--- src/rtl/clk_div_cfg_ctrl.sv ---
// Ratio-change controller for the programmable clock divider: round-robin between two
// requesters, then gate / settle / load / re-enable / lock-check before acknowledging.
//
// state  | meaning
// -------+--------------------------------------------------------------
// IDLE   | divider running; arbitrate requests, reject 0 / ack no-op
// GATE   | divider enable held low for SETTLE_CYC cycles
// LOAD   | new ratio driven to the divider while still gated
// ENABLE | divider re-enabled; bypass ratios skip the lock check
// LOCK   | wait for a synchronised rising edge of the divided clock
// DONE   | issue the ack for the granted requester
module clk_div_cfg_ctrl #(
    parameter int RATIO_W      = 5,
    parameter int SETTLE_CYC   = 2,
    parameter int LOCK_TIMEOUT = 64,
    parameter int RESET_RATIO  = 1
) (
    input  logic               i_ref_clk,
    input  logic               i_rst,
    input  logic [1:0]         i_req,
    input  logic [RATIO_W-1:0] i_ratio_0,
    input  logic [RATIO_W-1:0] i_ratio_1,
    input  logic               i_div_clk,
    output logic               o_clk_en,
    output logic [RATIO_W-1:0] o_div_ratio,
    output logic [1:0]         o_ack,
    output logic [1:0]         o_err,
    output logic               o_busy
);

    localparam int SET_W = (SETTLE_CYC > 1) ? $clog2(SETTLE_CYC + 1) : 1;
    localparam int LCK_W = (LOCK_TIMEOUT > 1) ? $clog2(LOCK_TIMEOUT + 1) : 1;
    localparam logic [SET_W-1:0]   SET_LOAD  = SET_W'(SETTLE_CYC - 1);
    localparam logic [LCK_W-1:0]   LCK_LOAD  = LCK_W'(LOCK_TIMEOUT - 1);
    localparam logic [RATIO_W-1:0] RST_RATIO = RATIO_W'(RESET_RATIO);

    typedef enum logic [2:0] {
        ST_IDLE   = 3'd0,
        ST_GATE   = 3'd1,
        ST_LOAD   = 3'd2,
        ST_ENABLE = 3'd3,
        ST_LOCK   = 3'd4,
        ST_DONE   = 3'd5
    } state_t;

    state_t             r_state;
    logic               r_rr;
    logic [RATIO_W-1:0] r_stage_ratio;
    logic               r_stage_id;
    logic [SET_W-1:0]   r_settle_cnt;
    logic [LCK_W-1:0]   r_lock_cnt;
    logic               r_clk_en;
    logic [RATIO_W-1:0] r_div_ratio;
    logic [1:0]         r_ack;
    logic [1:0]         r_err;
    logic               r_busy;
    logic               r_dclk_meta;
    logic               r_dclk_sync;
    logic               r_dclk_prev;

    state_t             w_state_nxt;
    logic               w_rr_nxt;
    logic [RATIO_W-1:0] w_stage_ratio_nxt;
    logic               w_stage_id_nxt;
    logic [SET_W-1:0]   w_settle_nxt;
    logic [LCK_W-1:0]   w_lock_nxt;
    logic               w_clk_en_nxt;
    logic [RATIO_W-1:0] w_ratio_nxt;
    logic [1:0]         w_ack_nxt;
    logic [1:0]         w_err_nxt;

    logic               w_both;
    logic               w_gnt_id;
    logic [RATIO_W-1:0] w_gnt_ratio;
    logic               w_arb_ok;
    logic               w_lock_edge;

    // Requests are held until their pulse is seen, so no arbitration while a pulse is out.
    assign w_both      = i_req[0] & i_req[1];
    assign w_gnt_id    = w_both ? r_rr : i_req[1];
    assign w_gnt_ratio = w_gnt_id ? i_ratio_1 : i_ratio_0;
    assign w_arb_ok    = (r_state == ST_IDLE) && (i_req != 2'b00) && ((r_ack | r_err) == 2'b00);
    assign w_lock_edge = r_dclk_sync & ~r_dclk_prev;

    always_comb begin
        w_state_nxt       = r_state;
        w_rr_nxt          = r_rr;
        w_stage_ratio_nxt = r_stage_ratio;
        w_stage_id_nxt    = r_stage_id;
        w_settle_nxt      = r_settle_cnt;
        w_lock_nxt        = r_lock_cnt;
        w_clk_en_nxt      = r_clk_en;
        w_ratio_nxt       = r_div_ratio;
        w_ack_nxt         = 2'b00;
        w_err_nxt         = 2'b00;

        case (r_state)
            ST_IDLE: begin
                if (w_arb_ok) begin
                    w_stage_ratio_nxt = w_gnt_ratio;
                    w_stage_id_nxt    = w_gnt_id;
                    if (w_both) begin
                        w_rr_nxt = ~w_gnt_id;
                    end
                    if (w_gnt_ratio == '0) begin
                        w_err_nxt[w_gnt_id] = 1'b1;
                    end else if (w_gnt_ratio == r_div_ratio) begin
                        w_ack_nxt[w_gnt_id] = 1'b1;
                    end else begin
                        w_state_nxt  = ST_GATE;
                        w_clk_en_nxt = 1'b0;
                        w_settle_nxt = SET_LOAD;
                    end
                end
            end
            ST_GATE: begin
                if (r_settle_cnt == '0) begin
                    w_state_nxt = ST_LOAD;
                end else begin
                    w_settle_nxt = r_settle_cnt - SET_W'(1);
                end
            end
            ST_LOAD: begin
                w_ratio_nxt = r_stage_ratio;
                w_state_nxt = ST_ENABLE;
            end
            ST_ENABLE: begin
                w_clk_en_nxt = 1'b1;
                // Ratio 0/1 puts the divider in bypass, so there is no edge to wait for.
                if (r_stage_ratio <= RATIO_W'(1)) begin
                    w_state_nxt = ST_DONE;
                end else begin
                    w_state_nxt = ST_LOCK;
                    w_lock_nxt  = LCK_LOAD;
                end
            end
            ST_LOCK: begin
                if (w_lock_edge) begin
                    w_state_nxt = ST_DONE;
                end else if (r_lock_cnt == '0) begin
                    w_err_nxt[r_stage_id] = 1'b1;
                    w_state_nxt           = ST_IDLE;
                end else begin
                    w_lock_nxt = r_lock_cnt - LCK_W'(1);
                end
            end
            ST_DONE: begin
                w_ack_nxt[r_stage_id] = 1'b1;
                w_state_nxt           = ST_IDLE;
            end
            default: begin
                w_state_nxt = ST_IDLE;
            end
        endcase
    end

    always_ff @(posedge i_ref_clk or posedge i_rst) begin
        if (i_rst) begin
            r_state       <= ST_IDLE;
            r_rr          <= 1'b0;
            r_stage_ratio <= '0;
            r_stage_id    <= 1'b0;
            r_settle_cnt  <= '0;
            r_lock_cnt    <= '0;
            r_clk_en      <= 1'b1;
            r_div_ratio   <= RST_RATIO;
            r_ack         <= 2'b00;
            r_err         <= 2'b00;
            r_busy        <= 1'b0;
            r_dclk_meta   <= 1'b0;
            r_dclk_sync   <= 1'b0;
            r_dclk_prev   <= 1'b0;
        end else begin
            r_state       <= w_state_nxt;
            r_rr          <= w_rr_nxt;
            r_stage_ratio <= w_stage_ratio_nxt;
            r_stage_id    <= w_stage_id_nxt;
            r_settle_cnt  <= w_settle_nxt;
            r_lock_cnt    <= w_lock_nxt;
            r_clk_en      <= w_clk_en_nxt;
            r_div_ratio   <= w_ratio_nxt;
            r_ack         <= w_ack_nxt;
            r_err         <= w_err_nxt;
            r_busy        <= (w_state_nxt != ST_IDLE);
            r_dclk_meta   <= i_div_clk;
            r_dclk_sync   <= r_dclk_meta;
            r_dclk_prev   <= r_dclk_sync;
        end
    end

    assign o_clk_en    = r_clk_en;
    assign o_div_ratio = r_div_ratio;
    assign o_ack       = r_ack;
    assign o_err       = r_err;
    assign o_busy      = r_busy;

    a_no_ack_err_overlap : assert property (@(posedge i_ref_clk) disable iff (i_rst)
        (r_ack & r_err) == 2'b00);
    a_gated_only_when_busy : assert property (@(posedge i_ref_clk) disable iff (i_rst)
        !r_clk_en |-> r_busy);

endmodule

--- config.mk ---
export PLATFORM = sky130hd
export DESIGN_NAME = clk_div_cfg_ctrl
export DESIGN_NICKNAME = d
export VERILOG_FILES = /design/src/rtl/clk_div_cfg_ctrl.sv
export SDC_FILE = /design/constraint.sdc
export NUM_CORES = 1
export LEC_CHECK = 0
export CAP_MARGIN = 10
export CORE_UTILIZATION = 35
export CTS_BUF_LIST = sky130_fd_sc_hd__clkbuf_4 sky130_fd_sc_hd__clkbuf_8 sky130_fd_sc_hd__clkbuf_16
export DETAILED_ROUTE_END_ITERATION = 8
export MAX_ROUTING_LAYER = met4
export PLACE_DENSITY = 0.56
export SYNTH_ARGS = -nofsm -noshare
export SYNTH_HDL_FRONTEND = slang
export SYNTH_SLANG_ARGS = --single-unit
--- constraint.sdc ---
create_clock -name i_ref_clk -period 1.7 [get_ports i_ref_clk]
set_input_delay 0.255 -clock i_ref_clk [delete_from_list [all_inputs] [get_ports i_ref_clk]]
set_output_delay 0.255 -clock i_ref_clk [all_outputs]
set_load 0.05 [all_outputs]
# Word level (Yosys, flattened, before mapping)
# Cells that the tools add are included.
# totals
regBits	33
input_bits	15
output_inout_bits	11
# classes
add_sub_neg	2
n_lt_le_gt_ge	5
eq_ne	13
n_mux	36
bitwise_logic	5
n_reduce_logical	19
# ops
cell	count
$mux 2	11
$mux 7	3
$mux 3	6
$pmux 3 s5	1
$ne 2x2->1 const B	7
$pmux 7 s2	1
$pmux 2 s2	3
$reduce_and 4->1	2
$reduce_bool 2->1	4
$logic_not 7->1	1
$mux 1	7
$sub 7x1->7 const B	1
$eq 3x2->1 const B	2
$eq 3x3->1 const B	2
$eq 5x5->1	1
$le 5x1->1 const B	1
$logic_not 5->1	1
$mux 5	1
$reduce_and 5->1	1
$logic_and 1x1->1	4
$logic_not 2->1	2
$lt 1x2->1 const B	2
$eq 3x1->1 const B	1
$logic_not 3->1	1
10 further kinds	14

# Longest topological paths before layout
# Gate-level depths: netlist of the first run.
# logic_depth
depth_word	10
depth_mapped	8
ltp_nobuf	8

# Least setup slack after synthesis of the first run
# Ideal clock, no wire load.
# synth_path
kind	register -> register
from	register r_rr
to	register r_settle_cnt[0]
arrival_time_ns	1.728
required_ns	1.568
setup_slack_ns	-0.160
stages_incl_launch_ff	7
cell_sequence	dfrtp_1 nand2b_1 and3_1 or3_1 a221o_1 o21ai_2 a31oi_1
# synth_between
elab_chain_len	5
word_cells_on_any_way	7
# synth_rtl
element	line_no	text
start: declaration	47	logic r_rr;
start signal: assignment	175	r_rr <= w_rr_nxt;
$mux 1 (*)	80	assign w_gnt_id = w_both ? r_rr : i_req[1];
$mux 5 (*)	81	assign w_gnt_ratio = w_gnt_id ? i_ratio_1 : i_ratio_0;
$eq 5x5->1 / $logic_not 5->1 (equally long branches)	107, 105	
$ne 2x2->1 (no source line)	--	
$reduce_and 5->1 (no source line) (*)	--	
end signal: assignment	178	r_settle_cnt <= w_settle_nxt;
end: declaration	50	logic [SET_W-1:0] r_settle_cnt;
# Every way passes the cells marked *; elsewhere a longest branch is shown, timed or not.
# A chain may end at the register's enable or synchronous reset.

# Final worst setup path of the first run
# layout_path
from	register r_rr
to	register r_settle_cnt[1]
# The elaborated chain is that of the path after synthesis.

==> results of run 1 <==
[timing repair]
action,4_1_cts,5_1_grt
endpoints found under the setup margin,15,14
pin swaps,5,10
setup buffers,2,6
endpoints found under the hold margin,0,0
resized for setup,5,25
[logic make-up after synthesis]
kind of cell | count (synthesis) | share of synthesized area, %
AND/OR/NAND/NOR | 80 | 25.0
AO/OA/AOI/OAI | 41 | 16.1
flip-flops | 33 | 48.4
buffers and inverters | 11 | 2.70
multiplexers | 8 | 5.12
adder cells (fa/ha/maj) | 3 | 2.19
XOR/XNOR | 1 | 0.512
[layer usage]
metal | vias up | wire length, um | global-route usage [%]
met3 | 7 | 187 | 4.86
li1 | 779 | - | -
met4 | 0 | 55 | 5.66
met5 | - | 0 | -
met1 | 761 | 2070 | 24.2
met2 | 37 | 2100 | 25.9
[worst paths after layout]
kind                              from  depth (start not counted)              end  slack (ns)
setup reg to reg                  r_rr                          6  r_settle_cnt[1]       -0.18
min in group i_ref_clk     r_dclk_meta                          0      r_dclk_sync        0.35
hold reg to reg            r_dclk_meta                          0      r_dclk_sync        0.35
setup / recovery                  r_rr                          6  r_settle_cnt[1]       -0.18
hold / removal                   i_rst                          3       r_state[2]        0.31
max in group asynchronous        i_rst                          3         o_clk_en        1.15
[registers in the layout (all words and copies together) (netlist names)]
register,count
r_lock_cnt,7
o_div_ratio,5
r_stage_ratio,5
r_state,3
o_ack,2
o_err,2
r_settle_cnt,2
o_busy,1
o_clk_en,1
r_dclk_meta,1
r_dclk_prev,1
r_dclk_sync,1
r_rr,1
r_stage_id,1
[power breakdown]
group / internal, mW / switching [mW] / total [mW]
combinational: 1.11 / 1.22 / 2.33
clock: 0.362 / 0.277 / 0.639
sequential: 1.09 / 0.266 / 1.36
[worst max-delay path, cell delays in order, from the launching register on]
cell	delay, ns
dfrtp_1	0.40
nand2b_4	0.18
and3_4	0.18
or3_1	0.30
a221o_1	0.39
o21ai_4	0.20
a31o_1	0.17
[synth_stat cells, types with 2 or more instances]
cell type	number
a21oi_1	8
a31oi_1	5
a22o_1	2
or4_1	2
or3_1	6
nor2b_1	7
ha_1	3
nand2b_1	7
and3_1	3
nor2_1	22
dfstp_2	2
nand3_1	2
dfrtp_1	31
a21o_1	2
mux2_2	6
o21ai_0	7
a21boi_1	4
a32oi_1	2
clkbuf_1	4
nor4_1	4
mux2i_1	2
nand4b_1	2
nor3_1	9
nand2_1	10
inv_1	5
[layout make-up]
type                       count  area, um^2  area share [%]
clock buffer                   8        97.6            3.79
inverter                       5        18.8           0.729
multi-input combinational    133         982            38.2
sequential                    33         832            32.3
tap                           67        83.8            3.26
timing repair buffer          64         559            21.7
==> results_dict.tcl, run 1 <==
set metrics [dict create \
    status "finished with violations" \
    failed_checks "setup timing" \
    synth_edf_count 0 \
    cts_tree "built" \
    clock_tree.htree_level_count 2 \
    cp_data_arrival_time_ns 2.10 \
    slew_violations 0 \
    most_frequent_standard_cell_in_the_layout_excluding_fill_and_tap_cells "buf_4" \
    critPathLaunchType "flop" \
    synth_seq_cells 33 \
    drt_first_iter_violations 82 \
    hold_viol_final 0 \
    global_route.overflow_total 0 \
    detail_route.drc_violations 0 \
    timing.setup.critical_path_class "reg -> reg" \
    wire_length_of_the_first_global_routing_pass_mm 6.88 \
    max-slew-margin-rel_pct 68.9 \
    async_reset_ff_share_pct 100 \
    io_pins 26 \
    avgRoutedWirePerCell_um 14.2 \
    number_of_endpoints_failing_setup_at_the_final_stage 7 \
    grt_antenna_before_repair 0 \
    via_count_of_the_first_global_routing_pass 1482 \
    leakage_nw 1.11 \
    clk_path_buf_depth 2 \
    postCtsHoldBufs 0 \
    postSynth.topFlopCell "dfrtp_1" \
    finalWeightedCongestion 0.901 \
    yosys.area.top_type_share_pct 45.3 \
    postLayoutSetupSlackWorst_ns -0.178 \
    final_net_count 260 \
    die_height_um 71.9 \
    final_antenna_net_count 0 \
    post_synthesis_net_count 195 \
    core_area_um2 4720 \
    clk_pin_slew_worst_paths_ns 0.07 \
    synth_area_leaders "dfrtp_1 45%, nor2_1 4.8%, mux2_2 3.9%" \
    worst_hold_slack_ns 0.314 \
    hold_class "in -> async" \
    dr_total_vias 1584 \
    cp-end-kind "flop" \
    floorplan.die.width_um 71.9 \
    layout.cells.most_common_list "45 x buf_4, 28 x dfrtp_1, 18 x nor2_1" \
    timing.final.crit_share_pct 110 \
    layout_min_cycle_time_ns 1.88 \
    total_power_mw 4.33 \
    setup_repair_after_global_routing_missed_its_margin "yes" \
    highest_net_fanout_along_the_worst_path 8 \
    grt_max_degree 34 \
    fillerInstances 421 \
    clock-root-buffer "clkbuf_8" \
    netlist_instances 177 \
    power_per_cell_area_nw_per_um2 1680 \
    ys_types 45 \
    setup_total_negative_slack_ns -1.10 \
    die_area_um2 5170 \
    synth.yosys.seq_area_share_pct 48.4 \
    vias_per_cell 5.11 \
    io_buffer_count 25 \
    preCtsSetupSlack_ns -0.571 \
    post_layout_nonfiller_instances 310 \
    yosysTopAreaCell "dfrtp_1" \
    areaGrowthSynthToFinish_pct 50.4 \
    count_of_max_cap_constraint_violations 0 \
    drt_pass1_iterations 5 \
    worstSkewPairLatency_ns 0.28 \
    num_rows 25 \
    max_freq_ghz 0.533 \
    dp_hpwl_mm 3.28 \
    inst_count_dp 294 \
    timing.critical_path.required_ns 1.92 \
    clock-skew-final_ns 0.00771 \
    peakVddDrop_uv 965 \
    synth_area_per_cell_um2 9.67 \
    cts_made_buffers 5 \
    antenna_cells 0 \
    mappedNetlistArea_um2 1710 \
    cts.sink_count 33 \
    post_route_cells_drive_above_1_share_pct 39.5 \
    initial_core_util_pct 36.2 \
    postPlaceCellArea_um2 2300 \
    fin_util_pct 54.5 \
    grt_util_all_layers_pct 17.8 \
    yosys_warnings 0 \
    worst-slew-pin-transition_ns 0.466 \
    finalWirelength_mm 4.41 \
    design_area_um2 2570 \
]
No activity file was read; power rests on OpenSTA's default activity.
==> inputs of run 2 (changes only) <==
ABC_CLOCK_PERIOD_IN_PS = 1700   (was default)
CORE_ASPECT_RATIO = 0.9   (was default)
==> results_dict.tcl, run 2 (synthesis results as in run 1) <==
set metrics [dict create \
    top_reg_by_flops "r_lock_cnt" \
    final_net_count 257 \
    total_power_mw 4.12 \
    avgRoutedWirePerCell_um 14.0 \
    setup_total_negative_slack_ns -1.19 \
    cts.sink_count 33 \
    antenna_cells 0 \
    worstSkewPairLatency_ns 0.29 \
    vias_per_cell 5.03 \
    clock-root-buffer "clkbuf_8" \
    met1_track_demand_over_resource_in_global_routing_pct 25.6 \
    layout_min_cycle_time_ns 1.89 \
    setup_repair_after_global_routing_missed_its_margin "yes" \
    crit_path_cell_trace "nand2b_4 -> and3_4 -> or3_1 -> a221o_1 -> o21ai_4 -> a31oi_1" \
    floorplan.die.width_um 75.7 \
    grt_max_degree 34 \
    slew_violations 0 \
    status "finished with violations" \
    regToRegSetupSlack_ns -0.19 \
    drt_first_iter_violations 88 \
    cts_made_buffers 5 \
    worst_hold_slack_ns 0.344 \
    hold_viol_final 0 \
    finalWeightedCongestion 0.870 \
    layout.cells.most_common_list "44 x buf_4, 28 x dfrtp_1, 20 x nor2_1" \
    most_frequent_standard_cell_in_the_layout_excluding_fill_and_tap_cells "buf_4" \
    timing.critical_path.required_ns 1.86 \
    io_buffer_count 25 \
    failed_checks "setup timing" \
    timing.setup.critical_path_class "reg -> reg" \
    use_met2_pct 25.0 \
    worst-r2r-cell-count 6 \
    io_pins 26 \
    postLayoutSetupSlackWorst_ns -0.188 \
    dr_total_vias 1518 \
    number_of_endpoints_failing_setup_at_the_final_stage 7 \
    grt_antenna_before_repair 0 \
    grt_util_all_layers_pct 18.3 \
    highest_delay_cell_along_the_critical_path "a221o_1" \
    hold_class "in -> async" \
    count_of_max_cap_constraint_violations 0 \
    flip_flop_count_of_the_largest_register_after_layout 7 \
    drt_pass1_iterations 4 \
    grt_util_met3_pct 4.42 \
    detail_route.drc_violations 0 \
    clock-skew-final_ns 0.00659 \
    cp-end-kind "flop" \
    cp_data_arrival_time_ns 2.05 \
    post_route_cells_drive_above_1_share_pct 35.8 \
    preCtsSetupSlack_ns -0.544 \
    leakage_nw 1.08 \
    power_per_cell_area_nw_per_um2 1670 \
    core_area_um2 4580 \
    critPathLaunchType "flop" \
    die_area_um2 5170 \
    highest_net_fanout_along_the_worst_path 8 \
    max_freq_ghz 0.530 \
    r2r_start "r_rr" \
    peakVddDrop_uv 1010 \
    worst-slew-pin-transition_ns 0.486 \
    wire_length_of_the_first_global_routing_pass_mm 6.60 \
    clk_pin_slew_worst_paths_ns 0.06 \
    clock_tree.htree_level_count 2 \
    inst_count_dp 290 \
    die_height_um 68.3 \
    critPathMaxStageDelay_ns 0.40 \
    areaGrowthSynthToFinish_pct 44.2 \
    timing.final.crit_share_pct 111 \
    num_rows 23 \
    top_usage_layer "met1" \
    dp_hpwl_mm 3.19 \
    timing.rr.end "r_settle_cnt[0]" \
    global_route.overflow_total 0 \
    max-slew-margin-rel_pct 67.5 \
    finalWirelength_mm 4.23 \
    post_layout_nonfiller_instances 302 \
    initial_core_util_pct 37.4 \
    via_count_of_the_first_global_routing_pass 1407 \
    postCtsHoldBufs 0 \
    final_antenna_net_count 0 \
    cts_tree "built" \
    clk_path_buf_depth 2 \
]
run 2: cell types whose count changed in the layout (fill, tap and decap cells not counted), sizes merged:
cell,delta
buf,-3
clkdlybuf4s50,-1
dlygate4sd2,+1
run 2: how the worst max path moves through the flow:
stage,start,end,slack (ns),depth (start not counted)
final,r_rr,r_settle_cnt[0],-0.19,6
after global routing,r_rr,r_settle_cnt[0],-0.25,7
after CTS,r_rr,r_settle_cnt[0],-0.21,6
after detailed placement,i_req[0],r_settle_cnt[0],-0.54,7
after global placement,i_req[0],r_settle_cnt[0],-0.51,7
after floorplan,r_rr,r_settle_cnt[0],-0.05,7
run 2: area by class of cell:
type,instances,area (um^2)
Tap cell,62,77.6
Sequential cell,33,832
Timing Repair Buffer,61,510
Multi-Input combinational cell,133,931
Fill cell,407,2110
Clock buffer,8,97.6
Inverter,5,18.8
run 2: worst max-delay path, delay by kind of cell (launching register included):
| family | cells | cell delay, ns |
|---|---|---|
| DFF | 1 | 0.39 |
| and+or+nand+nor | 3 | 0.67 |
| AOI/OAI and AO/OA | 3 | 0.70 |
run 2: through the flow:
stage	area, um^2	utilization, %
after global routing	2470	53.9
final	2470	53.9
after global placement	2270	49.7
after CTS	2390	52.2
after detailed placement	2270	49.7
after floorplan	1750	-
run 2: what timing repair did:
item / in CTS / in global routing
gates cloned: 0 / 0
setup endpoints to repair: 7 / 15
resized for setup: 2 / 18
buffers inserted: 3 / 1
pin swaps: 4 / 8
run 2: power by group:
| group | switching, mW | internal (mW) |
|---|---|---|
| Sequential | 0.241 | 1.09 |
| Combinational | 1.17 | 0.988 |
| Clock | 0.264 | 0.361 |
run 2: layer usage:
layer	vias to the layer above	routed length [um]
li1	767	-
met1	719	2100
met2	25	1940
met3	7	120
met4	0	73
met5	-	0
==> inputs of run 3 (changes only) <==
CTS_BUF_LIST = sky130_fd_sc_hd__clkbuf_4 sky130_fd_sc_hd__clkbuf_8   (was sky130_fd_sc_hd__clkbuf_4 sky130_fd_sc_hd__clkbuf_8 sky130_fd_sc_hd__clkbuf_16)
TNS_END_PERCENT = 10   (was default)
==> results_dict.tcl, run 3 (synthesis results as in run 1) <==
set metrics [dict create \
    antenna_cells 0 \
    clock-root-buffer "clkbuf_8" \
    worst_hold_slack_ns 0.103 \
    floorplan.die.width_um 75.7 \
    number_of_endpoints_failing_setup_at_the_final_stage 7 \
    failed_checks "setup timing" \
    grt_max_degree 33 \
    grt_util_all_layers_pct 19.4 \
    dp_hpwl_mm 3.31 \
    status "finished with violations" \
    io_pins 26 \
    post_route_cells_drive_above_1_share_pct 37.4 \
    setup_repair_after_global_routing_missed_its_margin "yes" \
    layout_min_cycle_time_ns 1.91 \
    finalWirelength_mm 4.30 \
    hold_class "in -> async" \
    top_reg_by_flops "r_lock_cnt" \
    io_buffer_count 25 \
    highest_net_fanout_along_the_worst_path 8 \
    worst-r2r-cell-count 6 \
    die_height_um 68.3 \
    die_area_um2 5170 \
    layout.cells.most_common_list "51 x buf_4, 30 x dfrtp_1, 19 x nor2_1" \
    grt_util_met3_pct 4.42 \
    count_of_max_cap_constraint_violations 0 \
    postPlaceCellArea_um2 2320 \
    num_rows 23 \
    cp_data_arrival_time_ns 2.06 \
    clock-skew-final_ns 0.00625 \
    timing.final.crit_share_pct 112 \
    final_net_count 263 \
    critPathLaunchType "flop" \
    avgRoutedWirePerCell_um 14.0 \
    cts.sink_count 33 \
    most_frequent_standard_cell_in_the_layout_excluding_fill_and_tap_cells "buf_4" \
    flip_flop_count_of_the_largest_register_after_layout 7 \
    slew_violations 0 \
    max_freq_ghz 0.525 \
    hold_viol_final 0 \
    power_per_cell_area_nw_per_um2 1750 \
    via_count_of_the_first_global_routing_pass 1503 \
    dr_total_vias 1564 \
    timing.setup.critical_path_class "reg -> reg" \
    leakage_nw 1.13 \
    cts_tree "built" \
    worstSkewPairLatency_ns 0.28 \
    initial_core_util_pct 37.4 \
    peakVddDrop_uv 657 \
    clk_path_buf_depth 2 \
    core_area_um2 4580 \
    drt_first_iter_violations 88 \
    top_usage_layer "met2" \
    areaGrowthSynthToFinish_pct 49.6 \
    use_met2_pct 29.6 \
    cp-end-kind "flop" \
    drt_pass1_iterations 4 \
    design_area_um2 2560 \
    worst-slew-pin-transition_ns 0.471 \
    clock_tree.htree_level_count 2 \
    clk_pin_slew_worst_paths_ns 0.08 \
    global_route.overflow_total 0 \
    max-slew-margin-rel_pct 68.4 \
    grt_antenna_before_repair 0 \
    detail_route.drc_violations 0 \
    postLayoutSetupSlackWorst_ns -0.205 \
    met1_track_demand_over_resource_in_global_routing_pct 25.8 \
    finalWeightedCongestion 0.816 \
    timing.critical_path.required_ns 1.86 \
    wire_length_of_the_first_global_routing_pass_mm 7.01 \
    cts_made_buffers 5 \
    vias_per_cell 5.08 \
    final_antenna_net_count 0 \
]
-- run 3: final cells by class --
class / instances / area, um^2
tap: 62 / 77.6
sequential: 33 / 830
inverter: 5 / 18.8
timing repair buffer: 67 / 552
clock inverter: 3 / 68.8
clock buffer: 5 / 68.8
fill: 401 / 2010
multi-input combinational: 133 / 946
-- run 3: final timing paths --
check | startpoint | to | slack, ns
setup / recovery | r_rr | r_settle_cnt[0] | -0.21
hold / removal | i_rst | r_dclk_meta | 0.10
setup reg to reg | r_rr | r_settle_cnt[0] | -0.21
hold reg to reg | r_dclk_meta | r_dclk_sync | 0.36
max in group asynchronous | i_rst | o_clk_en | 0.99
min in group i_ref_clk | r_dclk_meta | r_dclk_sync | 0.36
-- run 3: critical path, stage by stage (launching register included) --
cell and delay (ns):
dfrtp_1 0.39, nand2b_4 0.19, and3_4 0.17, or3_1 0.35, a221o_1 0.36, o21ai_4 0.21, a31oi_1 0.12
-- run 3: where the power goes --
part           switching, mW  internal (mW)  total [mW]  leakage (nW)
clock                  0.304          0.590       0.894        0.0687
sequential             0.231           1.09        1.32         0.380
combinational           1.21           1.04        2.25         0.678
total                   1.75           2.72        4.47          1.13
-- run 3: what timing repair did --
item                                    in CTS  in global routing
hold buffers                                 0                  0
hold endpoints to repair                     0                  0
endpoints found under the setup margin      17                 16
resized for setup                            8                 14
setup buffers                                2                  0
pin swaps                                    3                  4
-- run 3: per-stage QoR --
step | total power, mW | instances | utilization, % | setup slack [ns] | setup TNS [ns]
finish | 4.47 | 308 | 56.0 | -0.205 | -1.17
global route | 4.78 | 308 | 56.0 | -0.302 | -2.01
floorplan | 2.58 | 177 | - | -0.0509 | -0.226
CTS | 4.43 | 308 | 54.8 | -0.243 | -1.39
detailed placement | 3.45 | 298 | 50.8 | -0.614 | -6.72
global placement | 3.39 | 298 | 50.8 | -0.519 | -5.67
-- run 3: layer usage --
metal / part of all wire, % / vias up
met5: 0 / -
met4: 0.53 / 0
met3: 3.4 / 2
met2: 48 / 29
met1: 48 / 754
li1: - / 779
